File: config.mk
export PLATFORM = sky130hd
export DESIGN_NAME = apuf_eval_ctrl
export DESIGN_NICKNAME = d
export VERILOG_FILES = /design/src/rtl/apuf_pkg.sv /design/src/rtl/sync_2ff.sv /design/src/rtl/apuf_eval_ctrl.sv
export SDC_FILE = /design/constraint.sdc
export NUM_CORES = 1
export LEC_CHECK = 0
export CAP_MARGIN = 5
export CORE_ASPECT_RATIO = 1.2
export CORE_MARGIN = 3
export CORE_UTILIZATION = 50
export DETAILED_ROUTE_END_ITERATION = 16
export PLACE_DENSITY = 0.85
export SKIP_CTS_REPAIR_TIMING = 1
export SYNTH_ARGS = -nofsm -noshare
export SYNTH_HDL_FRONTEND = slang
export SYNTH_SLANG_ARGS = --single-unit
export TNS_END_PERCENT = 30
File: constraint.sdc
create_clock -name clk -period 3.2 [get_ports clk]
set_input_delay 0.64 -clock clk [delete_from_list [all_inputs] [get_ports clk]]
set_output_delay 0.64 -clock clk [all_outputs]
set_load 0.02 [all_outputs]
File: src/rtl/apuf_pkg.sv
// Shared defaults and FSM state type for the arbiter-PUF evaluation controller.
// No ports; imported by apuf_eval_ctrl.
package apuf_pkg;

  localparam int CHAL_W_DEF     = 22;
  localparam int N_EVAL_DEF     = 7;
  localparam int SETTLE_CYC_DEF = 8;

  typedef enum logic [2:0] {
    S_IDLE,
    S_ARM,
    S_FIRE,
    S_SAMPLE,
    S_DONE
  } state_t;

endpackage

File: src/rtl/sync_2ff.sv
// Two-flop synchronizer for the asynchronous arbiter output.
// Ports: clk, rst (sync, active-high), d (async in), q (synchronized out).
module sync_2ff (
  input  logic clk,
  input  logic rst,
  input  logic d,
  output logic q
);

  logic meta;

  always_ff @(posedge clk) begin
    if (rst) begin
      meta <= 1'b0;
      q    <= 1'b0;
    end else begin
      meta <= d;
      q    <= meta;
    end
  end

endmodule

File: src/rtl/apuf_eval_ctrl.sv
// Arbiter-PUF evaluation controller: latches a challenge, runs N_EVAL
// precharge/race/sample evaluations and majority-votes the response.
// Ports: clk, rst; chal_in/chal_valid/chal_ready (challenge in);
// puf_chal/puf_x/puf_y/puf_q (arbiter chain); resp_valid/resp_ready,
// resp_bit/resp_ones/resp_stable (voted response); busy.
module apuf_eval_ctrl
  import apuf_pkg::*;
#(
  parameter int CHAL_W     = CHAL_W_DEF,
  parameter int N_EVAL     = N_EVAL_DEF,
  parameter int SETTLE_CYC = SETTLE_CYC_DEF
) (
  input  logic                           clk,
  input  logic                           rst,
  input  logic [CHAL_W-1:0]              chal_in,
  input  logic                           chal_valid,
  output logic                           chal_ready,
  output logic [CHAL_W-1:0]              puf_chal,
  output logic                           puf_x,
  output logic                           puf_y,
  input  logic                           puf_q,
  output logic                           resp_valid,
  input  logic                           resp_ready,
  output logic                           resp_bit,
  output logic [$clog2(N_EVAL+1)-1:0]    resp_ones,
  output logic                           resp_stable,
  output logic                           busy
);

  localparam int CW = $clog2(N_EVAL+1);
  localparam int TW = $clog2(SETTLE_CYC);

  localparam logic [TW-1:0] T_LAST = TW'(SETTLE_CYC-1);
  localparam logic [TW-1:0] T_ONE  = TW'(1);
  localparam logic [CW-1:0] N_ALL  = CW'(N_EVAL);
  localparam logic [CW-1:0] N_HALF = CW'(N_EVAL/2);

  state_t        state;
  logic [TW-1:0] tmr;
  logic [CW-1:0] eval_cnt;
  logic [CW-1:0] ones_cnt;
  logic [CW-1:0] eval_nx;
  logic [CW-1:0] ones_nx;
  logic          fire_q;
  logic          q_s;

  sync_2ff u_sync (
    .clk (clk),
    .rst (rst),
    .d   (puf_q),
    .q   (q_s)
  );

  // One register launches both race inputs so they can never skew.
  assign puf_x = fire_q;
  assign puf_y = fire_q;

  assign eval_nx = eval_cnt + CW'(1);
  assign ones_nx = ones_cnt + CW'(q_s);

  always_ff @(posedge clk) begin
    if (rst) begin
      state       <= S_IDLE;
      tmr         <= '0;
      eval_cnt    <= '0;
      ones_cnt    <= '0;
      fire_q      <= 1'b0;
      puf_chal    <= '0;
      chal_ready  <= 1'b0;
      busy        <= 1'b0;
      resp_valid  <= 1'b0;
      resp_bit    <= 1'b0;
      resp_ones   <= '0;
      resp_stable <= 1'b0;
    end else begin
      unique case (state)
        S_IDLE: begin
          chal_ready <= 1'b1;
          if (chal_valid && chal_ready) begin
            puf_chal   <= chal_in;
            eval_cnt   <= '0;
            ones_cnt   <= '0;
            tmr        <= '0;
            chal_ready <= 1'b0;
            busy       <= 1'b1;
            state      <= S_ARM;
          end
        end
        S_ARM: begin
          if (tmr == T_LAST) begin
            tmr    <= '0;
            fire_q <= 1'b1;
            state  <= S_FIRE;
          end else begin
            tmr <= tmr + TW'(1);
          end
        end
        S_FIRE: begin
          if (tmr == T_LAST) begin
            tmr   <= '0;
            state <= S_SAMPLE;
          end else begin
            tmr <= tmr + TW'(1);
          end
        end
        // Two cycles give the synchronizer time to settle on the
        // arbiter decision before it is counted.
        S_SAMPLE: begin
          if (tmr == T_ONE) begin
            tmr      <= '0;
            fire_q   <= 1'b0;
            ones_cnt <= ones_nx;
            eval_cnt <= eval_nx;
            if (eval_nx == N_ALL) begin
              resp_valid  <= 1'b1;
              resp_bit    <= ones_nx > N_HALF;
              resp_ones   <= ones_nx;
              resp_stable <= (ones_nx == '0) ||
                             (ones_nx == N_ALL);
              state       <= S_DONE;
            end else begin
              state <= S_ARM;
            end
          end else begin
            tmr <= tmr + TW'(1);
          end
        end
        S_DONE: begin
          if (resp_ready) begin
            resp_valid <= 1'b0;
            busy       <= 1'b0;
            chal_ready <= 1'b1;
            state      <= S_IDLE;
          end
        end
        default: state <= S_IDLE;
      endcase
    end
  end

endmodule

---- After elaboration in Yosys (flattened, before gate mapping) ----
Index checks and enable logic that the tools add are counted.
storage, ports and cells
  bits in registers ....................... 45
  logic and storage cells ................. 78
  bits of input ports ..................... 27
operators by class
  reductions and logical operators ........ 19
  muxes and demuxes ....................... 27
  magnitude comparators ................... 1
  add/sub/neg operators ................... 3
  eq/ne operators ......................... 14
operators by type and width
  operator               count
  $mux W3                11
  $pmux W3 S5            1
  $eq A3 B3 Y1 const B   4
  $ne A2 B2 Y1 const B   6
  $pmux W3 S2            2
  $reduce_and A3 Y1      4
  $pmux W3 S3            1
  $mux W1                8
  $pmux W1 S2            4
  $reduce_bool A2 Y1     4
  $add A3 B1 Y3 const B  2
  $eq A3 B1 Y1 const B   2
  $eq A3 B2 Y1 const B   2
  $logic_not A3 Y1       2
  $reduce_and A2 Y1      3
  $reduce_and A5 Y1      1
  $reduce_and A4 Y1      1
  $add A3 B1 Y3          1
  $gt A3 B2 Y1 const B   1
  $reduce_bool A3 Y1     1
  $reduce_or A2 Y1       1
  $logic_and A1 B1 Y1    1
  $logic_or A1 B1 Y1     1

---- Logic depth before layout (Yosys ltp) ----
Gate-level depths: netlist of run 1.
  word-level depth ........................ 5
  gate-level depth with buffers ........... 7

---- By module ----
Synthesis of run 1 repeated with hierarchy kept, for this count alone.
second synthesis, totals
  cells, all modules ...................... 226
  area, all modules ....................... 1911.8 µm²
modules (own cells, without submodules)
  module          seq. area each (µm²)  cells an instance  area each (µm²)  times used
  apuf_eval_ctrl  860.8                 222                1859.3           1
  sync_2ff        40.0                  4                  52.6             1

---- Worst setup path after synthesis of run 1 ----
Ideal clock, no wire load.
  kind .................................... input port to flip-flop
  start point ............................. in chal_valid
  end point ............................... reg eval_cnt[2]
  required time ........................... 3.130 ns
  arrival time ............................ 1.610 ns
  cell stages on the path ................. 4
  path slack .............................. 1.520 ns
  cells stage by stage .................... and3b_1 -> a22oi_4 -> or4b_1 -> a21oi_1
between the ends
  cells in the longest elaborated chain, start to end .. 3
ends and longest elaborated chain
  element                             RTL line               RTL
  from (decl)                         apuf_eval_ctrl.sv:16   input logic chal_valid,
  $logic_and A1 B1 Y1                 apuf_eval_ctrl.sv:79   if (chal_valid && chal_ready) begin
  $ne A2 B2 Y1 (no source line)       -
  $reduce_and A3 Y1 (no source line)  -
  to (signal assigned)                apuf_eval_ctrl.sv:113  eval_cnt <= eval_nx;
  to (decl)                           apuf_eval_ctrl.sv:40   logic [CW-1:0] eval_cnt;
Every way passes these cells.
A chain may end at the register's enable or synchronous reset.

---- Worst setup path after layout of run 1 ----
Same ends and word-level chain as after synthesis.

==> reports/qor.yml, run 1 <==
floorplan:
  die_y_um: 73.9
  design.core.area_um2: 3660
  dieArea_um2: 4620
  core.rowCount: 24
  start_util_pct: 52.4
  dieWidth_um: 62.5
  io-pin-count: 59
route:
  vias: 1725
  firstDrtPassIters: 4
  drt-met1-wl_um: 1850
  drt_iter0_markers: 54
  routed-wl-met2_um: 2240
  drc: 0
  routed_via_density: 5.15
  antenna_left: 0
  top_layer: "met4"
  met3_length_um: 243
  routedWlPerCell_um: 13.1
  routed_wl_um: 4400
logic_synthesis:
  ys_ff_latch: 45
  synth_fa_ha_area_share_pct: 5.22
  synth_top_family_by_area: "simple AND/OR/NAND/NOR gates"
  yosys_warnings: 0
  synth_area_leaders: "dfxtp_1, nand2_1, a21oi_1"
  syn-cell-area_um2: 1920
  synthDominantCellAreaShare_pct: 47.0
  yosysSeqAreaShare_pct: 47.0
  synth_cell_types: 42
  synth_nets: 264
  synth_area_per_cell_um2: 8.38
  synth-xor-area-share_pct: 0.913
  synthMuxAreaShare_pct: 2.09
  yosysTopAreaCell: "dfxtp_1"
  synth_compound_area_share_pct: 16.7
  syn_inst: 229
  synth-simple-area-share_pct: 23.4
final_layout:
  final_common_cell: "clkdlybuf4s50_1"
  final_nets: 317
  layout-drive-gt1-share_pct: 5.30
  stdcell_area_um2: 2620
  antenna-diode-count: 0
  multi_input_comb_area_um2: 926
  area_growth_pct: 36.5
  layout_common_cells: "clkdlybuf4s50_1, nand2_1, dfxtp_1, a21oi_1, nor2_1"
  fillCellCount: 288
  regArea_um2: 901
timing:
  hold_viol: 0
  fin_tns_setup_ns: 0
  fin_crit_sh_pct: 63.0
  rsz0062_at_grt: "false"
  setup_viol: 0
  worstMarginPinSlew_ns: 0.508
  period_minus_slack_ns: 2.02
  report.final.slew_viol_count: 0
  skew_ns: 0.00234
  max_slew_margin_pct: 66.1
  setup_ws_ns: 1.18
  max_freq_mhz: 496
setup_path:
  critPathMaxFanout: 7
  startpoint_type: "input pin"
  startpoint: "chal_valid"
  r2r-start: "state[0]"
  cp-end-kind: "flip-flop"
  critical_path_class: "in -> reg"
  critPathRequiredTime_ns: 3.43
  cp.arrival_ns: 2.25
clock_network:
  htree_levels: 2
  clock_path_buffers: 2
  insertion_delay_ns: 0.30
  cts_root_buffer: "clkbuf_8"
  numCtsBuffers: 5
  cts_sinks: 45
  path_clk_slew_ns: 0.08
  cts_tree: "done"
placement:
  place_ws_ns: 0.874
  dp_hpwl_um: 3070
  io_buffers: 58
  place_area_um2: 2520
  gp_congestion: 0.861
pwr:
  peakVddDrop_v: 0.000377
  total_leakage_power_nw: 1.01
  power.density_nw_per_um2: 488
  p_clk_share_pct: 30.1
  power.internal_mw: 0.916
  switching_share_pct: 28.4
  p_switching_mw: 0.363
  p_comb_share_pct: 20.9
  seqPwrFrac_pct: 49.0
global_routing:
  overflow: 0
  grt_pass1_vias: 1650
  grt_pass1_wl_um: 7140
  grt_max_degree: 38
  grt_usage_pct: 19.6
  antenna_found_initial: 0
run:
  maxCapViolCount: 0
status:
  status: "completed"
worst_hold_path:
  hp-start: "u_sync.meta"
  hold_class: "reg -> reg"
final cells by class:
type / instances / share of cell area, %
multi-input cells: 163 / 35.4
flip-flops and latches: 45 / 34.4
repair buffers: 61 / 23.0
clock buffers: 7 / 3.68
well taps: 52 / 2.48
inverters: 6 / 0.860
clock inverters: 1 / 0.191
worst paths after layout:
| check | endpoint | slack, ns | cells after the start |
|---|---|---|---|
| worst max-delay path | eval_cnt[2] | 1.18 | 5 |
| worst min-delay path | u_sync.q | 0.44 | 1 |
| worst min register to register | u_sync.q | 0.44 | 1 |
| worst max register to register | eval_cnt[2] | 1.35 | 4 |
Yosys cell counts:
master     instances
or3_1              1
a31oi_1            2
a22oi_1            2
or2_2              1
and4_1             1
o31ai_1            1
and2_1             1
xnor2_1            1
nor4_1             1
clkbuf_1           7
nand3_1            3
nor3_1             5
nor3b_1            1
inv_1              6
a21oi_1           35
a211oi_1           1
buf_4              1
a2bb2oi_1          1
a41oi_1            1
nor4b_1            2
o21ai_1            1
nand2b_1           3
buf_2              7
mux2i_1            4
nor2_2             1
dfxtp_1           45
ha_1               8
xor2_1             1
nor2b_1            3
o21ai_0            4
nand2_1           55
nand3b_1           1
a22o_1             1
and3b_1            1
a22oi_4            1
and3_1             2
and3b_4            1
nor2_1            10
o211ai_1           2
and4b_1            1
or4b_1             1
o21a_1             2
power by group through the flow:
stage | clock network [mW] | registers (mW) | logic (mW)
final | 0.385 | 0.627 | 0.267
after detailed placement | 0 | 0.639 | 0.267
after CTS | 0.392 | 0.626 | 0.269
after floorplan | 0 | 0.660 | 0.132
after global placement | 0 | 0.637 | 0.263
after global routing | 0.411 | 0.632 | 0.291
state kept, by name, indices dropped and copies added (netlist names), 3 cells and up:
name and flops:
eval_cnt 3, state 3, ones_cnt 3, puf_chal 22, resp_ones 3, tmr 3
through the flow:
stage               utilization [%]  power [mW]  hold WS [ns]  instances
finish                         71.5        1.28         0.438        335
global route                   71.5        1.34         0.462        335
CTS                            71.5        1.29         0.440        335
detailed placement             68.7       0.906         0.420        327
global placement               68.7       0.901         0.423        327
floorplan                         -       0.792         0.414        229
kinds of logic (layout without fill, tap and decap cells):
family / count (synthesis) / count (layout)
AOI/OAI and AO/OA: 54 / 54
xor gates and xnor gates: 2 / 2
adders and majority gates: 8 / 8
buffers and inverters: 21 / 75
DFF: 45 / 45
muxes: 4 / 4
and+or+nand+nor: 95 / 95
routing by layer:
layer,vias up,global-route usage (%)
met3,5,7.19
li1,878,-
met4,0,8.33
met5,-,0
met2,45,35.0
met1,797,21.1
critical path, cell delays in order:
cell	delay [ns]
clkdlybuf4s50_1	0.50
and3b_1	0.28
a22oi_4	0.14
or4b_1	0.53
a21oi_1	0.16
Power figures use the tool's default switching activity.
==> inputs of run 2 (changes only) <==
CORE_UTILIZATION = 42   (was 50)
PLACE_DENSITY = 0.76   (was 0.85)
clock period = 1.84 ns   (was 3.2 ns; I/O delays follow)
==> run 2 against run 1 <==
Combinational power is 90% higher. Critical path depth decreased by 4. Clock power increased by 63%. Power increased by 73%. Register-to-register slack worse by 1.2 ns. Routed wire length decreased by 2.5%. Critical path type is now reg -> out. Critical endpoint is now chal_ready.
==> reports/qor.yml, run 2 (synthesized netlist as in run 1, its figures left out) <==
status:
  status: "completed"
final_layout:
  layout_common_cells: "clkdlybuf4s50_1, nand2_1, dfxtp_1, a21oi_1"
  largest_reg_flops: 22  # unchanged
  area_growth_pct: 40.0
  antenna-diode-count: 0  # unchanged
  final_nets: 325  # +2.5%
  final_common_cell: "clkdlybuf4s50_1"
  top_register: "puf_chal"
  layout-drive-gt1-share_pct: 7.59  # +2.3 points
setup_path:
  crit_chain: "clkdlybuf4s50_1"
  cp.arrival_ns: 1.33  # -0.92 ns
  r2r_end: "resp_ones[0]"
  reg2reg_slack_ns: 0.15  # -1.20 ns
  crit_path_max_incr_delay_ns: 0.64  # +0.11 ns
  ff2ff_path_depth: 5  # +1
  crit_family: "buffers and inverters"
  path_buf_inv: 1  # unchanged
  cp-end-kind: "primary output"
  startpoint_type: "flip-flop"
  r2r-start: "tmr[0]"
  critical_path_class: "reg -> out"
  critPathMaxFanout: 5  # -2
  crit_slowest_cell: "clkdlybuf4s50_1"
  critPathRequiredTime_ns: 1.47  # -1.96 ns
worst_hold_path:
  min_to: "u_sync.q"
  hold_class: "reg -> reg"
  hold_path_depth: 1  # unchanged
  hp-start: "u_sync.meta"
clock_network:
  insertion_delay_ns: 0.30  # about the same
  cts_root_buffer: "clkbuf_8"
  cts_tree: "done"
  htree_levels: 2  # unchanged
  numCtsBuffers: 5  # unchanged
  cts_sinks: 45  # unchanged
  clock_path_buffers: 2  # unchanged
  path_clk_slew_ns: 0.08  # about the same
global_routing:
  grt_usage_pct: 17.0  # -2.7 points
  overflow: 0  # unchanged
  grt_pass1_wl_um: 7080  # -0.87%
  grt_pass1_vias: 1586  # -3.9%
  antenna_found_initial: 0  # unchanged
  grt_max_degree: 24  # -37%
route:
  routed_via_density: 5.02  # -2.4%
  drc: 0  # unchanged
  firstDrtPassIters: 4  # unchanged
  vias: 1738  # +0.75%
  routedWlPerCell_um: 12.4  # -5.6%
  antenna_left: 0  # unchanged
  routed_wl_um: 4290  # -2.5%
  drt_iter0_markers: 74  # +37%
floorplan:
  dieWidth_um: 67.7  # +8.2%
  io-pin-count: 59  # unchanged
  core.rowCount: 26  # +8.3%
  die_y_um: 80.0  # +8.4%
  dieArea_um2: 5420  # +17%
  design.core.area_um2: 4330  # +18%
  start_util_pct: 44.3  # -8.0 points
pwr:
  power.density_nw_per_um2: 825  # +69%
  peakVddDrop_v: 0.000567  # +50%
  total_leakage_power_nw: 1.04  # +3.0%
  power.total_mw: 2.21  # +73%
placement:
  io_buffers: 58  # unchanged
  gp_congestion: 0.804  # -6.7%
  dp_hpwl_um: 3120  # +1.7%
timing:
  max_freq_mhz: 588
  setup_viol: 0  # unchanged
  hold_viol: 0  # unchanged
  report.final.slew_viol_count: 0  # unchanged
  rsz0062_at_grt: "false"
  period_minus_slack_ns: 1.70
  fin_crit_sh_pct: 92.4
  max_slew_margin_pct: 66.5  # +0.35 points
  worstMarginPinSlew_ns: 0.499  # -0.00927 ns
  skew_ns: 0.00772  # +0.00538 ns
  fin_tns_setup_ns: 0  # unchanged
run:
  maxCapViolCount: 0  # unchanged
[run 2: cell count changes in the layout (fill, tap and decap cells not counted), sizes merged]
cell,change
buf,+8
clkinv,-1
clkinvlp,+1
clkbuf,-1
[run 2: area by class of cell]
class,count,area [um2]
multi-input cells,163,926
repair buffers,69,676
clock buffers,6,82.6
flip-flops and latches,45,901
fillers,395,1640
clock inverters,1,7.51
well taps,56,70.1
inverters,6,22.5
[run 2: stage by stage]
step | setup WS, ns | hold slack [ns] | cells | utilization (%) | cell area, um2
6_report | 0.139 | 0.452 | 346 | 62.1 | 2690
5_1_grt | 0.00579 | 0.474 | 346 | 62.1 | 2690
4_1_cts | 0.127 | 0.457 | 346 | 62.1 | 2690
3_5_place_dp | -0.0830 | 0.441 | 339 | 60.0 | 2590
3_3_place_gp | -0.0659 | 0.421 | 339 | 60.0 | 2590
2_1_floorplan | 0.284 | 0.414 | 229 | - | 1920
[run 2: how the worst max path moves through the flow]
stage                     from            to  slack, ns  cells past startpoint
floorplan           chal_ready   eval_cnt[2]       0.28                      4
global placement    chal_valid   eval_cnt[2]      -0.07                      5
detailed placement  chal_valid   eval_cnt[2]      -0.08                      5
CTS                 chal_ready    chal_ready       0.13                      1
global route            tmr[0]  resp_ones[1]      0.006                      5
finish              chal_ready    chal_ready       0.14                      1
[run 2: report_power, final]
group | switching (mW) | internal, mW | leakage (nW)
clock | 0.329 | 0.297 | 0.0433
sequential | 0.0477 | 1.04 | 0.366
combinational | 0.258 | 0.248 | 0.636
total | 0.634 | 1.58 | 1.04
[run 2: routing by layer]
| layer | routed length, um | GRT usage [%] |
|---|---|---|
| met5 | 0 | 0 |
| met4 | 64 | 6.69 |
| met3 | 465 | 8.87 |
| met2 | 1890 | 25.2 |
| met1 | 1860 | 20.3 |
==> inputs of run 3 (changes only) <==
CORE_MARGIN = unset   (was 3)
==> run 3 against run 2 <==
Sequential power about the same. Sequential share of layout area decreased by 0.46 points. Flip-flop and latch count unchanged. Maximum frequency is 0.18% higher. Routed wire length decreased by 1.2%. First-iteration DRC count decreased by 20%. Global-route usage rose by 2.0 points. Power is 6.4% higher. Highest routed layer unchanged. Die area decreased by 11%. Final area grew 1.4%. Critical path depth did not move.
==> reports/qor.yml, run 3 (synthesized netlist as in run 1, its figures left out) <==
clock_network:
  insertion_delay_ns: 0.31  # about the same
  cts_root_buffer: "clkbuf_8"
  cts_tree: "done"
  numCtsBuffers: 5  # unchanged
  htree_levels: 2  # unchanged
  path_clk_slew_ns: 0.09  # about the same
  cts_sinks: 45  # unchanged
  clock_path_buffers: 2  # unchanged
final_layout:
  area_growth_pct: 41.9
  layout-drive-gt1-share_pct: 8.53  # +0.95 points
  fin_cells: 349  # +0.87%
  antenna-diode-count: 0  # unchanged
  top_register: "puf_chal"
  largest_reg_flops: 22  # unchanged
  stdcell_area_um2: 2720  # +1.4%
  fillCellCount: 378  # -4.3%
  regArea_um2: 901  # unchanged
  final_nets: 327  # +0.62%
  layout_common_cells: "clkdlybuf4s50_1, nand2_1, dfxtp_1, a21oi_1, buf_4"
  multi_input_comb_area_um2: 926  # unchanged
  final_common_cell: "clkdlybuf4s50_1"
  fin_util_pct: 62.9  # +0.87 points
route:
  routedWlPerCell_um: 12.1  # -2.0%
  routed_wl_um: 4240  # -1.2%
  drc: 0  # unchanged
  firstDrtPassIters: 4  # unchanged
  routed_via_density: 4.99  # -0.57%
  drt_iter0_markers: 59  # -20%
  antenna_left: 0  # unchanged
  vias: 1743  # +0.29%
timing:
  report.final.slew_viol_count: 0  # unchanged
  rsz0062_at_grt: "false"
  setup_viol: 0  # unchanged
  skew_ns: 0.0130  # +0.00529 ns
  worstMarginPinSlew_ns: 0.408  # -0.0910 ns
  max_freq_mhz: 589  # +0.18%
  hold_viol: 0  # unchanged
  fin_crit_sh_pct: 92.3  # -0.16 points
  max_slew_margin_pct: 72.7  # +6.3 points
  period_minus_slack_ns: 1.70  # -0.00299 ns
global_routing:
  overflow: 0  # unchanged
  grt_usage_pct: 19.0  # +2.0 points
  grt_pass1_vias: 1644  # +3.7%
  grt_max_degree: 24  # unchanged
  grt_pass1_wl_um: 7270  # +2.6%
  antenna_found_initial: 0  # unchanged
placement:
  io_buffers: 58  # unchanged
  dp_hpwl_um: 3030  # -2.8%
  dpl.cell_count: 341  # +0.59%
  place_area_um2: 2610  # +0.58%
  gp_congestion: 0.785  # -2.3%
floorplan:
  dieArea_um2: 4840  # -11%
  core.rowCount: 26  # unchanged
  design.core.area_um2: 4330  # unchanged
  die_y_um: 76.0  # -5.0%
  start_util_pct: 44.3  # unchanged
  io-pin-count: 59  # unchanged
  dieWidth_um: 63.7  # -5.9%
setup_path:
  critical_path_class: "reg -> out"
  startpoint_type: "flip-flop"
  cp-end-kind: "primary output"
  cp.arrival_ns: 1.33  # about the same
  critPathRequiredTime_ns: 1.47  # about the same
  crit_path_max_incr_delay_ns: 0.64  # about the same
  crit_family: "buffers and inverters"
  path_buf_inv: 1  # unchanged
  critPathMaxFanout: 5  # unchanged
  crit_slowest_cell: "clkdlybuf4s50_1"
  crit_chain: "clkdlybuf4s50_1"
  path_depth: 1  # unchanged
  ff2ff_path_depth: 5  # unchanged
status:
  status: "completed"
pwr:
  peakVddDrop_v: 0.000693  # +22%
  power.density_nw_per_um2: 865  # +4.9%
  total_leakage_power_nw: 1.07  # +2.4%
worst_hold_path:
  hold_path_depth: 1  # unchanged
  hold_class: "reg -> reg"
run:
  maxCapViolCount: 0  # unchanged
[run 3: final cells by class]
cell class | instances | area share, %
Multi-Input combinational cell | 163 | 34.0
Sequential cell | 45 | 33.1
Timing Repair Buffer | 71 | 25.4
Tap cell | 56 | 2.57
Clock buffer | 5 | 2.53
Clock inverter | 3 | 1.61
Inverter | 6 | 0.827
[run 3: final timing paths]
check                           slack, ns           end        start
worst min register to register       0.45      u_sync.q  u_sync.meta
worst max-delay path                 0.14    chal_ready   chal_ready
worst min-delay path                 0.45      u_sync.q  u_sync.meta
worst max register to register       0.18  resp_ones[0]       tmr[0]
[run 3: stage by stage]
step	total power [mW]	TNS, ns	hold WS [ns]	worst slack, ns
4_1_cts	2.38	0	0.457	0.125
3_3_place_gp	1.61	-0.0691	0.421	-0.0691
2_1_floorplan	1.38	0	0.414	0.284
6_report	2.36	0	0.449	0.142
3_5_place_dp	1.62	-0.0838	0.438	-0.0838
5_1_grt	2.47	0	0.460	0.0354
[run 3: metal layers]
layer  GRT usage (%)  vias to the layer above  wire [um]
li1                -                      899          -
met1            22.4                      788       1850
met2            29.8                       50       1950
met3            8.23                        6        364
met4            7.50                        0         73
met5               0                        -          0
[run 3: power by group]
group | leakage (nW) | internal [mW] | switching [mW]
Clock | 0.0585 | 0.407 | 0.351
Combinational | 0.646 | 0.254 | 0.263
Sequential | 0.366 | 1.04 | 0.0451
